[config.mk]
export PLATFORM = sky130hd
export DESIGN_NAME = branch_resolve_ctrl
export DESIGN_NICKNAME = d
export VERILOG_FILES = /design/src/rtl/branch_pkg.sv /design/src/rtl/br_cond_unit.sv /design/src/rtl/branch_resolve_ctrl.sv
export SDC_FILE = /design/constraint.sdc
export NUM_CORES = 1
export LEC_CHECK = 0
export ABC_AREA = 1
export BUFFER_PORTS_ARGS = -buffer_cell sky130_fd_sc_hd__buf_2
export CAP_MARGIN = 0
export CORE_MARGIN = 3
export CORE_UTILIZATION = 58
export DETAILED_ROUTE_END_ITERATION = 8
export PLACE_DENSITY = 0.89
export SLEW_MARGIN = 20
export SYNTH_ARGS = -nofsm -noshare
export SYNTH_HDL_FRONTEND = slang
export SYNTH_SLANG_ARGS = --single-unit
[constraint.sdc]
create_clock -name clk -period 4.45 [get_ports clk]
set_input_delay 0.89 -clock clk [delete_from_list [all_inputs] [get_ports clk]]
set_output_delay 0.89 -clock clk [all_outputs]
set_load 0.02 [all_outputs]
[src/rtl/branch_pkg.sv]
// Shared encodings for the branch resolve controller: condition codes,
// FSM states and the per-condition operand-usage decode.
package branch_pkg;

   localparam int unsigned XLEN = 32;
   localparam int unsigned RW   = 5;
   localparam int unsigned CW   = 3;
   localparam int unsigned SW   = 2;

   localparam logic [CW-1:0] COND_EQ   = 3'd0;
   localparam logic [CW-1:0] COND_NE   = 3'd1;
   localparam logic [CW-1:0] COND_LTZ  = 3'd2;
   localparam logic [CW-1:0] COND_GEZ  = 3'd3;
   localparam logic [CW-1:0] COND_GTZ  = 3'd4;
   localparam logic [CW-1:0] COND_LEZ  = 3'd5;
   localparam logic [CW-1:0] COND_JUMP = 3'd6;
   localparam logic [CW-1:0] COND_JREG = 3'd7;

   localparam logic [SW-1:0] ST_IDLE      = 2'd0;
   localparam logic [SW-1:0] ST_WAIT_OPND = 2'd1;
   localparam logic [SW-1:0] ST_REDIRECT  = 2'd2;

   // Bit n set means condition code n reads that operand.
   localparam logic [7:0] USE_RS_MASK = 8'b1011_1111;
   localparam logic [7:0] USE_RT_MASK = 8'b0000_0011;

endpackage

[src/rtl/br_cond_unit.sv]
// Branch condition evaluation: purely combinational taken decision.
module br_cond_unit
   import branch_pkg::*;
(
   input  logic [CW-1:0]   cond,
   input  logic [XLEN-1:0] rs,
   input  logic [XLEN-1:0] rt,
   output logic            taken
);

   logic rs_neg;
   logic rs_zero;

   assign rs_neg  = rs[XLEN-1];
   assign rs_zero = (rs == '0);

   always_comb begin
      taken = 1'b0;
      case (cond)
         COND_EQ:   taken = (rs == rt);
         COND_NE:   taken = (rs != rt);
         COND_LTZ:  taken = rs_neg;
         COND_GEZ:  taken = !rs_neg;
         COND_GTZ:  taken = !rs_neg && !rs_zero;
         COND_LEZ:  taken = rs_neg || rs_zero;
         COND_JUMP: taken = 1'b1;
         COND_JREG: taken = 1'b1;
         default:   taken = 1'b0;
      endcase
   end

endmodule

[src/rtl/branch_resolve_ctrl.sv]
// ID-stage branch resolver: stalls on operand hazards, computes the target
// and holds a registered redirect toward IF until it is acknowledged.
module branch_resolve_ctrl
   import branch_pkg::*;
(
   input  logic            clk,
   input  logic            resetn,
   input  logic            id_valid,
   input  logic            id_is_branch,
   input  logic [CW-1:0]   id_br_cond,
   input  logic [XLEN-1:0] id_pc,
   input  logic [XLEN-1:0] id_instr,
   input  logic [RW-1:0]   id_rs_addr,
   input  logic [RW-1:0]   id_rt_addr,
   input  logic [XLEN-1:0] id_rs_val,
   input  logic [XLEN-1:0] id_rt_val,
   input  logic            ex_wen,
   input  logic [RW-1:0]   ex_waddr,
   input  logic            mem_wen,
   input  logic            mem_is_load,
   input  logic            mem_data_ok,
   input  logic [RW-1:0]   mem_waddr,
   input  logic            flush,
   input  logic            if_redirect_ack,
   output logic            id_stall,
   output logic            br_redirect_valid,
   output logic [XLEN-1:0] br_target
);

   logic [SW-1:0]   state;
   logic [SW-1:0]   state_nxt;
   logic            valid_nxt;
   logic [XLEN-1:0] target_nxt;

   logic            branch_req;
   logic            use_rs;
   logic            use_rt;
   logic            rs_busy;
   logic            rt_busy;
   logic            hazard;
   logic            taken;
   logic            mem_load_pending;
   logic [XLEN-1:0] pc4;
   logic [XLEN-1:0] br_off;
   logic [XLEN-1:0] resolve_target;
   logic            unused_bits;

   assign branch_req = id_valid && id_is_branch;
   assign use_rs     = USE_RS_MASK[id_br_cond];
   assign use_rt     = USE_RT_MASK[id_br_cond];

   // A register is busy if EX will write it, or a MEM load to it has no data yet.
   assign mem_load_pending = mem_wen && mem_is_load && !mem_data_ok;
   assign rs_busy = (id_rs_addr != '0) &&
                    ((ex_wen && (ex_waddr == id_rs_addr)) ||
                     (mem_load_pending && (mem_waddr == id_rs_addr)));
   assign rt_busy = (id_rt_addr != '0) &&
                    ((ex_wen && (ex_waddr == id_rt_addr)) ||
                     (mem_load_pending && (mem_waddr == id_rt_addr)));
   assign hazard  = (use_rs && rs_busy) || (use_rt && rt_busy);

   assign pc4    = id_pc + XLEN'(4);
   assign br_off = {{(XLEN-18){id_instr[15]}}, id_instr[15:0], 2'b00};

   always_comb begin
      resolve_target = pc4 + br_off;
      if (id_br_cond == COND_JUMP)
         resolve_target = {pc4[31:28], id_instr[25:0], 2'b00};
      else if (id_br_cond == COND_JREG)
         resolve_target = id_rs_val;
   end

   assign unused_bits = ^{id_instr[31:26], pc4[27:0]};

   br_cond_unit u_cond (
      .cond  (id_br_cond),
      .rs    (id_rs_val),
      .rt    (id_rt_val),
      .taken (taken)
   );

   always_ff @(posedge clk) begin
      if (!resetn) begin
         state             <= ST_IDLE;
         br_redirect_valid <= 1'b0;
         br_target         <= '0;
      end else begin
         state             <= state_nxt;
         br_redirect_valid <= valid_nxt;
         br_target         <= target_nxt;
      end
   end

   // Next state; flush overrides everything, stall is forced low in reset.
   always_comb begin
      state_nxt  = state;
      valid_nxt  = br_redirect_valid;
      target_nxt = br_target;
      id_stall   = 1'b0;
      if (flush) begin
         state_nxt = ST_IDLE;
         valid_nxt = 1'b0;
      end else begin
         case (state)
            ST_IDLE, ST_WAIT_OPND: begin
               state_nxt = ST_IDLE;
               if (branch_req) begin
                  if (hazard) begin
                     id_stall  = 1'b1;
                     state_nxt = ST_WAIT_OPND;
                  end else if (taken) begin
                     state_nxt  = ST_REDIRECT;
                     valid_nxt  = 1'b1;
                     target_nxt = resolve_target;
                  end
               end
            end
            ST_REDIRECT: begin
               id_stall = branch_req;
               if (if_redirect_ack) begin
                  state_nxt = ST_IDLE;
                  valid_nxt = 1'b0;
               end
            end
            default: begin
               state_nxt = ST_IDLE;
               valid_nxt = 1'b0;
            end
         endcase
      end
      if (!resetn)
         id_stall = 1'b0;
   end

endmodule

==> metrics.txt <==
outcome completed; vias in the first global route 7150; pin count of the biggest net entering global routing 59; CP endpoint kind register; Global Route Usage Sum 32.2%; Clock Latency Late Sink 310 ps; Die X 109 um; CTS tree done; share of cells above drive strength 1 15.5%; Worst-path clk slew 70 ps; Routed Antenna Nets 0; Max-Slew Margin vs Limit 56.9%; PD cells 171 nW/um^2; critical path class in -> reg; fillers 1022; register area share after synthesis 11.3%; syn_nets 1444; Die ar. 11900 sq um; Iter 0 DRT Violations 604; internal power 687 uW; initial antenna violation count 1; fin crit share 83.5%; Slew Limit Fails 0; drt wl/cell 12.3 um; # rows 37; logic gate share of total power 54.2%; max_cap viols 0; Yosys Warn Count 0; via count 7980; Sequential Power Share 26.8%; leakage power 4.68 nW; switching share of power 45.1%; clock power share 19.1%; Hold Crit Class reg -> reg; Hold WS 445 ps; most frequent CP cell nand2_1; IO Pins 195; multi-input logic area 4470 sq um; post-CTS setup buffers 0; ant diodes 0; Crit path required time 4650 ps; share of the synthesized area in the top cell type 29.5%; worst stage delay on the critical path 370 ps; final WL 19.3 mm; Worst setup SP type input pin; HPWL after DPL 16.2 mm; RSZ-0062 raised after global routing no; setup violators final 0; minimum clock period 3720 ps; Final Hold Vio Count 0; CTS Root Cell clkbuf_8; worst IR drop on VDD 0.000139 V; Yosys reg bits 35; syn avg cell area 4.95 sq um; Max Clock Freq 269 MHz; Resized cells post-CTS 0; Mapped Cells 1247; clk sinks 35; Psw 564 uW; clock buffer depth 2; final setup skew 10.1 ps; Slowest cell on crit path ha_1; Core Footprint 10300 sq um; htree depth 2; TritonRoute pass-1 iters 5; Via density 5.10; CP arrival 3920 ps; # DRC 0; Area growth syn-to-layout 18.6%; first-pass GRT wire length 31.0 mm; fin nets 1624; Synth area leader nand2_1; Synth area leaders nand2_1, inv_1, dfxtp_1; Least-Margin Pin Slew 647 ps; critical path peak fanout 5; # hold bufs at CTS 0; Fin Setup TNS 0 ps; Placer Congestion 0.991; total CTS buffers 5; mapped cell area 6170 sq um; synth unique cells 45; Reg area 701 sq um; Initial Util 59.8%; grt ovf 0; IO Port Bufs 188; die height 109 um
-- cell usage in the layout, fill, tap and decap left out, drive strengths merged, types with 14 or more instances in the layout --
| master | synthesis | final |
|---|---|---|
| inv | 243 | 243 |
| nand2 | 486 | 486 |
| dfxtp | 35 | 35 |
| xor2 | 25 | 25 |
| buf | 9 | 193 |
| nand3 | 71 | 71 |
| o21ai | 39 | 39 |
| ha | 35 | 35 |
| a21oi | 36 | 36 |
| nand4 | 14 | 14 |
| nor2 | 185 | 185 |
-- kinds of logic (layout without fill, tap and decap cells) --
kind of cell / count (synthesis) / count (layout) / synth area share (%)
adder cells (fa/ha/maj): 36 / 36 / 7.42
AND/OR/NAND/NOR: 780 / 780 / 51.0
XOR/XNOR: 35 / 35 / 5.09
AO/OA/AOI/OAI: 97 / 97 / 8.92
flip-flops: 35 / 35 / 11.3
buffers and inverters: 264 / 445 / 16.2
-- layer usage --
| layer | up-vias | track usage [%] | wire, um |
|---|---|---|---|
| met5 | - | 0 | 18 |
| met4 | 2 | 14.2 | 801 |
| met3 | 67 | 4.91 | 1690 |
| met2 | 340 | 57.1 | 9100 |
| met1 | 3434 | 38.2 | 7700 |
| li1 | 4137 | - | - |
-- synth_stat cells, drive strengths merged --
master and number:
nand2 486, inv 243, nor2 185, nand3 71
o21ai 39, a21oi 36, dfxtp 35, ha 35
xor2 25, nand4 14, clkbuf 11, nor3 11
xnor2 10, buf 9, o21bai 5, o221ai 4
and2 3, or2 3, a21boi 2, a21o 2
a22oi 2, nor2b 2, nor4 2, o211ai 2
o22ai 2, a221oi 1, a31o 1, and3 1
clkinv 1, fa 1, nand3b 1, nor3b 1
o32ai 1
-- area by class of cell --
cell class / instances / share of cell area [%]
clock inverters: 2 / 0.171
multi-input cells: 948 / 61.1
clock buffers: 6 / 0.991
inverters: 244 / 12.5
well taps: 136 / 2.32
repair buffers: 193 / 13.4
flip-flops and latches: 35 / 9.57
-- sequential cells by signal, summed over array words and instances (netlist names) --
name               count
state                  2
br_target             32
br_redirect_valid      1
-- final timing paths --
check / startpoint / endpoint / slack, ps / depth (start not counted)
worst max register to register: state[1] / br_target[11] / 2900 / 5
worst min register to register: br_redirect_valid / br_redirect_valid / 450 / 2
worst min-delay path: br_redirect_valid / br_redirect_valid / 450 / 2
worst max-delay path: id_pc[2] / br_target[31] / 730 / 25
-- critical path: cells and delay by family --
kind,cells,cell delay [ps]
simple gates,18,2220
buf+inv,5,380
fa+ha+maj,1,370
compound gates,1,50
-- power by group through the flow --
| stage | Sequential (mW) | Clock, mW | Combinational [mW] |
|---|---|---|---|
| 4_1_cts | 0.335 | 0.237 | 0.669 |
| 3_5_place_dp | 0.342 | 0 | 0.666 |
| 2_1_floorplan | 0.360 | 0 | 0.423 |
| 6_report | 0.335 | 0.239 | 0.678 |
| 3_3_place_gp | 0.341 | 0 | 0.652 |
| 5_1_grt | 0.336 | 0.249 | 0.770 |
-- through the flow --
| stage | instances | power [mW] | instance area, sq um | util (%) | worst slack [ps] |
|---|---|---|---|---|---|
| after floorplan | 1247 | 0.782 | 6170 | - | 1130 |
| after global placement | 1556 | 0.993 | 7240 | 70.1 | 526 |
| after detailed placement | 1556 | 1.01 | 7240 | 70.1 | 446 |
| after CTS | 1564 | 1.24 | 7320 | 70.9 | 749 |
| after global routing | 1564 | 1.36 | 7320 | 70.9 | 461 |
| final | 1564 | 1.25 | 7320 | 70.9 | 734 |
Power figures use the tool's default switching activity.
